`config.mk`:
```
export PLATFORM = sky130hd
export DESIGN_NAME = regfile_write_arbiter
export DESIGN_NICKNAME = d
export VERILOG_FILES = /design/src/rtl/regfile_pkg.sv /design/src/rtl/regfile_write_arbiter_rr_arbiter.sv /design/src/rtl/regfile_write_arbiter.sv
export SDC_FILE = /design/constraint.sdc
export NUM_CORES = 1
export LEC_CHECK = 0
export BUFFER_PORTS_ARGS = -buffer_cell sky130_fd_sc_hd__buf_2
export CORE_UTILIZATION = 39
export CTS_CLUSTER_DIAMETER = 50
export CTS_CLUSTER_SIZE = 30
export DETAILED_ROUTE_END_ITERATION = 7
export HOLD_SLACK_MARGIN = 0.08
export PLACE_DENSITY = 0.71
export SYNTH_ARGS = -nofsm -noshare
export SYNTH_HDL_FRONTEND = slang
export SYNTH_SLANG_ARGS = --single-unit
```
`constraint.sdc`:
```
create_clock -name clk -period 5.1 [get_ports clk]
set_input_delay 0.51 -clock clk [delete_from_list [all_inputs] [get_ports clk]]
set_output_delay 0.51 -clock clk [all_outputs]
set_load 0.005 [all_outputs]
```
`src/rtl/regfile_pkg.sv`:
```
// Shared register-file constants and address helpers used by the writeback
// arbiter and anything else that drives the MIPS register file write port.
package regfile_pkg;

    localparam int DATA_W   = 32;
    localparam int ADDR_W   = 6;
    localparam int NUM_REGS = 32;
    localparam int ZERO_REG = 0;

    // True for addresses that name a physical register (r0 included).
    function automatic logic addr_in_range(input logic [31:0] addr);
        return addr < 32'(NUM_REGS);
    endfunction

endpackage

```
`src/rtl/regfile_write_arbiter_rr_arbiter.sv`:
```
// Round-robin arbiter: combinational one-hot grant searched from the pointer,
// pointer moves past the winner whenever the grant is consumed.
module rr_arbiter #(
    parameter int N_REQ = 3,
    parameter int PTR_W = (N_REQ > 1) ? $clog2(N_REQ) : 1
) (
    input  logic             clk,
    input  logic             rst,
    input  logic [N_REQ-1:0] req,
    input  logic             advance,
    output logic [N_REQ-1:0] grant,
    output logic [PTR_W-1:0] grant_idx,
    output logic             grant_any,
    output logic [PTR_W-1:0] ptr
);
    import regfile_pkg::*;

    logic [PTR_W-1:0] idx;

    always_comb begin
        grant     = '0;
        grant_idx = '0;
        grant_any = 1'b0;
        idx       = '0;
        for (int k = 0; k < N_REQ; k++) begin
            idx = PTR_W'((int'(ptr) + k) % N_REQ);
            if (!grant_any && req[idx]) begin
                grant_any  = 1'b1;
                grant[idx] = 1'b1;
                grant_idx  = idx;
            end
        end
    end

    always_ff @(posedge clk or posedge rst) begin
        if (rst) begin
            ptr <= '0;
        end else if (advance && grant_any) begin
            ptr <= (int'(grant_idx) == N_REQ - 1) ? '0 : grant_idx + 1'b1;
        end
    end

endmodule

```
`src/rtl/regfile_write_arbiter.sv`:
```
// Shares the register file write port between writeback requesters:
// round-robin grant, one-entry output register, r0/range filter, RAW hazards.
module regfile_write_arbiter #(
    parameter int N_REQ  = 3,
    parameter int DATA_W = 32,
    parameter int ADDR_W = 6
) (
    input  logic                     clk,
    input  logic                     rst,
    input  logic [N_REQ-1:0]         req_valid,
    input  logic [N_REQ*ADDR_W-1:0]  req_addr,
    input  logic [N_REQ*DATA_W-1:0]  req_data,
    output logic [N_REQ-1:0]         req_ready,
    output logic                     w_en,
    output logic [ADDR_W-1:0]        addr_w,
    output logic [DATA_W-1:0]        w_data,
    input  logic [ADDR_W-1:0]        rd_addr_1,
    input  logic [ADDR_W-1:0]        rd_addr_2,
    output logic                     hazard_1,
    output logic                     hazard_2,
    output logic                     addr_err
);
    import regfile_pkg::*;

    localparam int PTR_W = (N_REQ > 1) ? $clog2(N_REQ) : 1;

    logic [N_REQ-1:0]  grant;
    logic [PTR_W-1:0]  grant_idx;
    logic              grant_any;
    logic [PTR_W-1:0]  rr_ptr;
    logic              xfer;
    logic [ADDR_W-1:0] g_addr;
    logic [DATA_W-1:0] g_data;
    logic              g_in_range;
    logic              g_nonzero;

    rr_arbiter #(.N_REQ(N_REQ), .PTR_W(PTR_W)) u_arb (
        .clk       (clk),
        .rst       (rst),
        .req       (req_valid),
        .advance   (xfer),
        .grant     (grant),
        .grant_idx (grant_idx),
        .grant_any (grant_any),
        .ptr       (rr_ptr)
    );

    // Grant is suppressed asynchronously so nothing transfers during reset.
    assign req_ready = rst ? '0 : grant;
    assign xfer      = grant_any & ~rst;

    always_comb begin
        g_addr = '0;
        g_data = '0;
        for (int i = 0; i < N_REQ; i++) begin
            if (grant[i]) begin
                g_addr = req_addr[i*ADDR_W +: ADDR_W];
                g_data = req_data[i*DATA_W +: DATA_W];
            end
        end
    end

    assign g_in_range = addr_in_range(32'(g_addr));
    assign g_nonzero  = (g_addr != ADDR_W'(ZERO_REG));

    always_ff @(posedge clk or posedge rst) begin
        if (rst) begin
            w_en     <= 1'b0;
            addr_w   <= '0;
            w_data   <= '0;
            addr_err <= 1'b0;
        end else if (xfer) begin
            w_en   <= g_in_range & g_nonzero;
            addr_w <= g_addr;
            w_data <= g_data;
            if (!g_in_range) begin
                addr_err <= 1'b1;
            end
        end else begin
            w_en <= 1'b0;
        end
    end

    // A read hazards on any pending request or the write sitting in the output stage.
    always_comb begin
        hazard_1 = 1'b0;
        hazard_2 = 1'b0;
        for (int i = 0; i < N_REQ; i++) begin
            if (req_valid[i] && req_addr[i*ADDR_W +: ADDR_W] == rd_addr_1) hazard_1 = 1'b1;
            if (req_valid[i] && req_addr[i*ADDR_W +: ADDR_W] == rd_addr_2) hazard_2 = 1'b1;
        end
        if (w_en && addr_w == rd_addr_1) hazard_1 = 1'b1;
        if (w_en && addr_w == rd_addr_2) hazard_2 = 1'b1;
        if (rd_addr_1 == '0) hazard_1 = 1'b0;
        if (rd_addr_2 == '0) hazard_2 = 1'b0;
    end

endmodule

```
== Yosys cells after proc, flatten, opt, wreduce, memory -nomap -nowiden ==
Index checks and enable logic that the tools add are counted.
W data, S select, Z words.

* Word-level logic and storage cells: 93
* Input port bits: 131
* Bits in registers: 42
* Output and inout port bits: 45

* $add $sub $neg: 3
* $lt $le $gt $ge: 7
* Reduce and logical (&&, ||, !) cells: 20
* Divide/modulo/power cells: 3
* Muxes and demuxes: 40
* Bitwise gates (word level): 6
* Eq/ne operators: 9

{| class="wikitable"
|+ Operators with widths
! cell !! count
|-
| $mux W32 || 3
|-
| $mod A32 B3 Y32 const B || 2
|-
| $eq A6 B6 Y1 || 8
|-
| $mod A3 B3 Y32 const B || 1
|-
| $mux W1 || 20
|-
| $mux W6 || 3
|-
| $logic_and A1 B1 Y1 || 14
|-
| $logic_not A6 Y1 || 2
|-
| $mux W3 || 4
|-
| $lt A2 B3 Y1 const B || 3
|-
| $mux W2 || 4
|-
| $bmux W1 S2 || 3
|-
| $demux W1 S2 || 3
|-
| $ge A2 B1 Y1 const B || 3
|-
| $lt A6 B6 Y1 const B || 1
|-
| $or A3 B3 Y3 || 2
|-
| $reduce_bool A6 Y1 || 1
|-
| $add A2 B1 Y3 const B || 1
|-
| $add A2 B2 Y3 const B || 1
|-
| $add A2 B1 Y2 const B || 1
|-
| $and A1 B1 Y1 || 2
|-
| $eq A2 B2 Y1 const B || 1
|-
| $logic_not A1 Y1 || 2
|-
| $not A1 Y1 || 2
|-
| $reduce_and A2 Y1 || 1
|}

== Logic depth before layout (Yosys ltp) ==
* Depth after elaboration: 16
* Gate-level depth with buffers: 13
* Depth with buffers taken out: 10

== By module ==
From an unflattened synthesis, not the netlist that was laid out.

* Cell total of the unflattened synthesis: 399
* Area total of the unflattened synthesis: 3,183.1 um^2

{| class="wikitable"
|+ Modules (own cells, without submodules)
! module !! area an instance (um^2) !! instances !! cells each !! seq. area each (um^2)
|-
| regfile_write_arbiter || 2,766.4 || 1 || 346 || 1,001.0
|-
| rr_arbiter || 416.6 || 1 || 53 || 50.0
|}

== Worst setup path before layout ==
OpenSTA, ideal clock, no wires.

* Path type: reg2reg
* Start: reg u_arb.ptr[0]
* End: reg w_en
* Data arrival time: 2,465 ps
* Data required time: 4,961 ps
* Clock period less this slack: 2,605 ps
* Library setup time: 139 ps
* Buffers on the path: 2
* Cell stages (with the launch flop): 13
* Setup slack: 2,495 ps
* Path through: dfrtp_1 > inv_1 > ha_1 > buf_4 > and3b_1 > o21bai_4 > a221oi_2 > a21oi_1 > and2_4 > buf_8 > a221o_1 > a2bb2oi_2 > a311oi_2

* Cells in the longest elaborated chain, start to end: 16
* Elaborated cells on any way between the ends: 46
* Classes of those cells: add/sub (2); div (3); order compare (7); mux (22); bitwise (4); reduce/logical (8)

{| class="wikitable"
|+ Ends and longest elaborated chain
! what !! line !! text
|-
| start, declared || regfile_write_arbiter_rr_arbiter.sv:14 || <nowiki>output logic [PTR_W-1:0] ptr</nowiki>
|-
| start signal, assigned || regfile_write_arbiter_rr_arbiter.sv:39 || <nowiki>ptr <= (int'(grant_idx) == N_REQ - 1) ? '0 : grant_idx + 1'b1;</nowiki>
|-
| $add A2 B1 Y3 / $mod A3 B3 Y32 (equally long branches) || regfile_write_arbiter_rr_arbiter.sv:26 || <nowiki>idx = PTR_W'((int'(ptr) + k) % N_REQ);</nowiki>
|-
| $mod A32 B3 Y32, or another cell as far along || regfile_write_arbiter_rr_arbiter.sv:26 ||
|-
| $lt A2 B3 Y1 (not written as such), or another cell as far along || regfile_write_arbiter_rr_arbiter.sv:29 || <nowiki>grant[idx] = 1'b1;</nowiki>
|-
| $logic_and A1 B1 Y1 (not written as such), or another cell as far along || regfile_write_arbiter_rr_arbiter.sv:29 ||
|-
| $mux W1 (not written as such), or another cell as far along || regfile_write_arbiter_rr_arbiter.sv:29 ||
|-
| $demux W1 S2, or another cell as far along || - ||
|-
| $or A3 B3 Y3 (no line) / $mux W1 (equally long branches) || - ||
|-
| $mux W3 / $logic_not A1 Y1 (equally long branches) || regfile_write_arbiter_rr_arbiter.sv:27 || <nowiki>if (!grant_any && req[idx]) begin</nowiki>
|-
| $or A3 B3 Y3 (no line) / $logic_and A1 B1 Y1 (equally long branches) || - ||
|-
| $mux W3 || regfile_write_arbiter_rr_arbiter.sv:27 ||
|-
| $mux W6 (3 in series) || regfile_write_arbiter.sv:56 || <nowiki>if (grant[i]) begin</nowiki>
|-
| $lt A6 B6 Y1 / $reduce_bool A6 Y1 (equally long branches) || regfile_pkg.sv:12, regfile_write_arbiter.sv:64 ||
|-
| $and A1 B1 Y1 || regfile_write_arbiter.sv:73 || <nowiki>w_en <= g_in_range & g_nonzero;</nowiki>
|-
| $mux W1 (*) || regfile_write_arbiter.sv:72 || <nowiki>end else if (xfer) begin</nowiki>
|-
| end signal, assigned || regfile_write_arbiter.sv:73 ||
|-
| end, declared || regfile_write_arbiter.sv:14 || <nowiki>output logic w_en,</nowiki>
|}

Mark *: on every way between the ends. The rest lies on a longest branch, timed or not. The select of a mux whose other input is x is not followed.
A chain may end at the register's enable or synchronous reset.

== Worst setup path after layout ==
* Start: reg u_arb.ptr[1]
* End: out req_ready[2]

* Cells in the longest elaborated chain, start to end: 11
* Elaborated cells on any way between the ends: 38
* Classes of those cells: add/sub (2); div (3); order compare (6); mux (18); bitwise (2); reduce/logical (7)

{| class="wikitable"
|+ Ends and longest elaborated chain
! what !! line !! text
|-
| $add A2 B1 Y3 / $mod A3 B3 Y32 (equally long branches) || regfile_write_arbiter_rr_arbiter.sv:26 ||
|-
| $mod A32 B3 Y32, or another cell as far along || regfile_write_arbiter_rr_arbiter.sv:26 ||
|-
| $lt A2 B3 Y1 (not written as such), or another cell as far along || regfile_write_arbiter_rr_arbiter.sv:29 ||
|-
| $logic_and A1 B1 Y1 (not written as such), or another cell as far along || regfile_write_arbiter_rr_arbiter.sv:29 ||
|-
| $mux W1 (not written as such), or another cell as far along || regfile_write_arbiter_rr_arbiter.sv:29 ||
|-
| $demux W1 S2, or another cell as far along || - ||
|-
| $or A3 B3 Y3 (no line) / $mux W1 (equally long branches) || - ||
|-
| $mux W3 / $logic_not A1 Y1 (equally long branches) || regfile_write_arbiter_rr_arbiter.sv:27 ||
|-
| $or A3 B3 Y3 (no line) / $logic_and A1 B1 Y1 (equally long branches) || - ||
|-
| $mux W3 (*) || regfile_write_arbiter_rr_arbiter.sv:27 ||
|-
| $mux W3 (*) || regfile_write_arbiter.sv:49 || <nowiki>assign req_ready = rst ? '0 : grant;</nowiki>
|-
| end, declared || regfile_write_arbiter.sv:13 || <nowiki>output logic [N_REQ-1:0] req_ready,</nowiki>
|}

Marked as above.

==> results.toml <==
[outcome]
status = "finished clean"

[placed_design]
gp_congestion = 0.895
dp_cells = 615
io_buffers = 175
hpwlAfterDp_um = 7300
dpl_cell_area_sq_um = 4090

[sta]
max_freq_mhz = 311
worstMarginPinSlew_ns = 0.935
setup_violations = 0
fin_setup_tns_ns = 0
fin_hold_ws_ns = 0.444
finalCritPeriodShare_pct = 63.0
slew_headroom_pct = 37.6
hold_viol_final = 0
rsz0062_at_grt = "false"
finalClockSkew_ns = 0.00728
slew_violations = 0
final.min_clock_period_ns = 3.21

[final_layout]
antennaDiodeCount = 0
fin_area_sq_um = 4230
layoutNonFillerInstCount = 623
fillers = 796
syn_to_final_growth_pct = 28.6
final_nets = 652
drive_above_1_share_pct = 39.4

[synth]
synth-xor-area-share_pct = 12.8
synth_ff_type = "dfrtp_1"
synthArstFlopShare_pct = 100
synth-seq-area-share_pct = 31.9
synthDistinctLibCells = 51
synth-compound-area-share_pct = 29.4
synth_top_family_by_area = "compound AO/OA/AOI/OAI gates"
synth-simple-area-share_pct = 14.4
yosysMostFrequentCell = "nand2_1"
synth_top_cell_by_area = "dfrtp_1"
synth_common_cells = "nand2_1, dfrtp_1, o21ai_1"
synthCells = 372
ys_seq_elements = 42
synth_mux_area_share_pct = 2.28
synth_area_sq_um = 3290
synth_fa_ha_area_share_pct = 1.52
synth_top_area_share_pct = 31.9
yosys-top-cells-area = "dfrtp_1, a221o_1, xnor2_1"
yosysWarningCount = 0
synth.avg_cell_area_sq_um = 8.85
synth_edf_count = 0
synth_nets = 507

[clock_tree]
clockRootBuffer = "clkbuf_8"
cts_hold_buf = 0
cts_resized = 0
path_clk_slew_ns = 0.09
cts_buffers = 5
htreeDepth = 2
postCtsSetupBuffers = 0
cts_tree = "done"
clk_latency_ns = 0.30
clock_sinks = 42
cts_max_path_buffers = 2

[grt]
use_met1_pct = 28.6
grt_pass1_wl_um = 15200
busiest_layer = "met2"
track_usage_pct = 21.8
grt_max_degree = 45
grt-ovfl-total = 0
met2_usage_pct = 36.7
antenna_found_initial = 0
first_global_vias = 3147
met3_usage_pct = 3.64

[route]
drcViolationCount = 0
drtIter0Drc = 136
via_per_inst = 5.41
firstDrtPassIters = 4
postRouteAntennaNets = 0
via_count = 3371
post_drt_wl_per_cell_um = 15.0
routed_wl_um = 9370

[power_and_ir_drop]
powerDensity_nw_per_um2 = 578
p_total_mw = 2.45
leakage_nw = 2.03
irDropWorstVdd_v = 0.000275

[critical_path]
cp_cell_sequence = "inv_1 -> ha_1 -> mux2_4 -> and2_2 -> nand3b_1 -> and2_1 -> nor2_1 -> buf_2"
critPathKind = "register to primary output"
critPathSlowestCell = "and2_1"
cp-start-kind = "register"
arrival_ns = 2.70
crit_required_ns = 4.59
cpLargestDelayFamily = "simple AND/OR/NAND/NOR gates"
critical_path.max_fanout = 19
max_stage_delay_ns = 0.42
cp-end-kind = "primary output"
crit_buf_inv = 2

[floorplan]
row_count = 33
die_w_um = 93.9
core_sq_um = 8180
ioPinCount = 176
initial_utilization_pct = 40.3
dieArea_sq_um = 8810
die_h_um = 93.9

[worst_hold_path]
hp-class = "primary input to async pin"

[job]
maxCapViolations = 0
[report_power, final]
| group | internal, mW | switching (mW) |
|---|---|---|
| Clock | 0.196 | 0.116 |
| Combinational | 0.698 | 0.856 |
| Sequential | 0.482 | 0.0996 |
| Total | 1.38 | 1.07 |
[worst paths after layout]
check                               end  cells past startpoint  slack (ns)         start
max                        req_ready[2]                      8        1.89  u_arb.ptr[1]
min                        u_arb.ptr[0]                      2        0.44           rst
max reg2reg                        w_en                     10        2.06  u_arb.ptr[0]
min reg2reg                  w_data[23]                      2        0.48    w_data[23]
max in group asynchronous    w_data[22]                      2        4.08           rst
min in group clk             w_data[11]                      3        0.48  req_data[75]
[area by class of cell]
type / instances / area, sq um / area share (%)
clock inverter: 3 / 68.8 / 1.63
tap: 105 / 131 / 3.11
inverter: 5 / 18.8 / 0.444
clock buffer: 5 / 68.8 / 1.63
timing repair buffer: 179 / 906 / 21.4
sequential: 42 / 1050 / 24.8
multi-input combinational: 284 / 1990 / 46.9
[layer usage]
metal,vias up,wire length (um)
met5,-,0
met4,0,143
met3,12,598
met2,136,4590
met1,1570,4040
li1,1653,-
[cells by family (layout without fill, tap and decap cells)]
logic type | after synthesis | count (layout)
buf+inv | 46 | 192
fa+ha+maj | 4 | 4
mux | 6 | 6
compound gates | 131 | 131
simple gates | 95 | 95
flops | 42 | 42
xor+xnor | 48 | 48
[flip-flops by register name, indices dropped and copies added, names as in the netlist]
register and flops:
addr_err 1, addr_w 6, u_arb.ptr 2, w_data 32, w_en 1
[cells in the final DEF, fill, tap and decap left out, types with 4 or more instances in the layout]
master | synthesis | routed
buf_2 | 8 | 175
nand2_1 | 45 | 45
dfrtp_1 | 42 | 42
o21ai_1 | 39 | 39
a221o_1 | 35 | 35
o21ai_0 | 32 | 32
xor2_1 | 24 | 24
xnor2_1 | 24 | 24
nor4_1 | 12 | 12
nor2_1 | 10 | 10
nand4_1 | 8 | 8
a21oi_1 | 5 | 5
clkbuf_8 | 0 | 5
inv_1 | 5 | 4
ha_1 | 4 | 4
buf_4 | 1 | 4
[stage by stage]
step | setup slack (ns) | utilization [%]
3_5_place_dp | 2.10 | 50.1
6_report | 1.89 | 51.7
4_1_cts | 1.90 | 51.7
5_1_grt | 1.71 | 51.7
2_1_floorplan | 2.50 | -
3_3_place_gp | 2.23 | 50.1
Power figures use the tool's default switching activity.
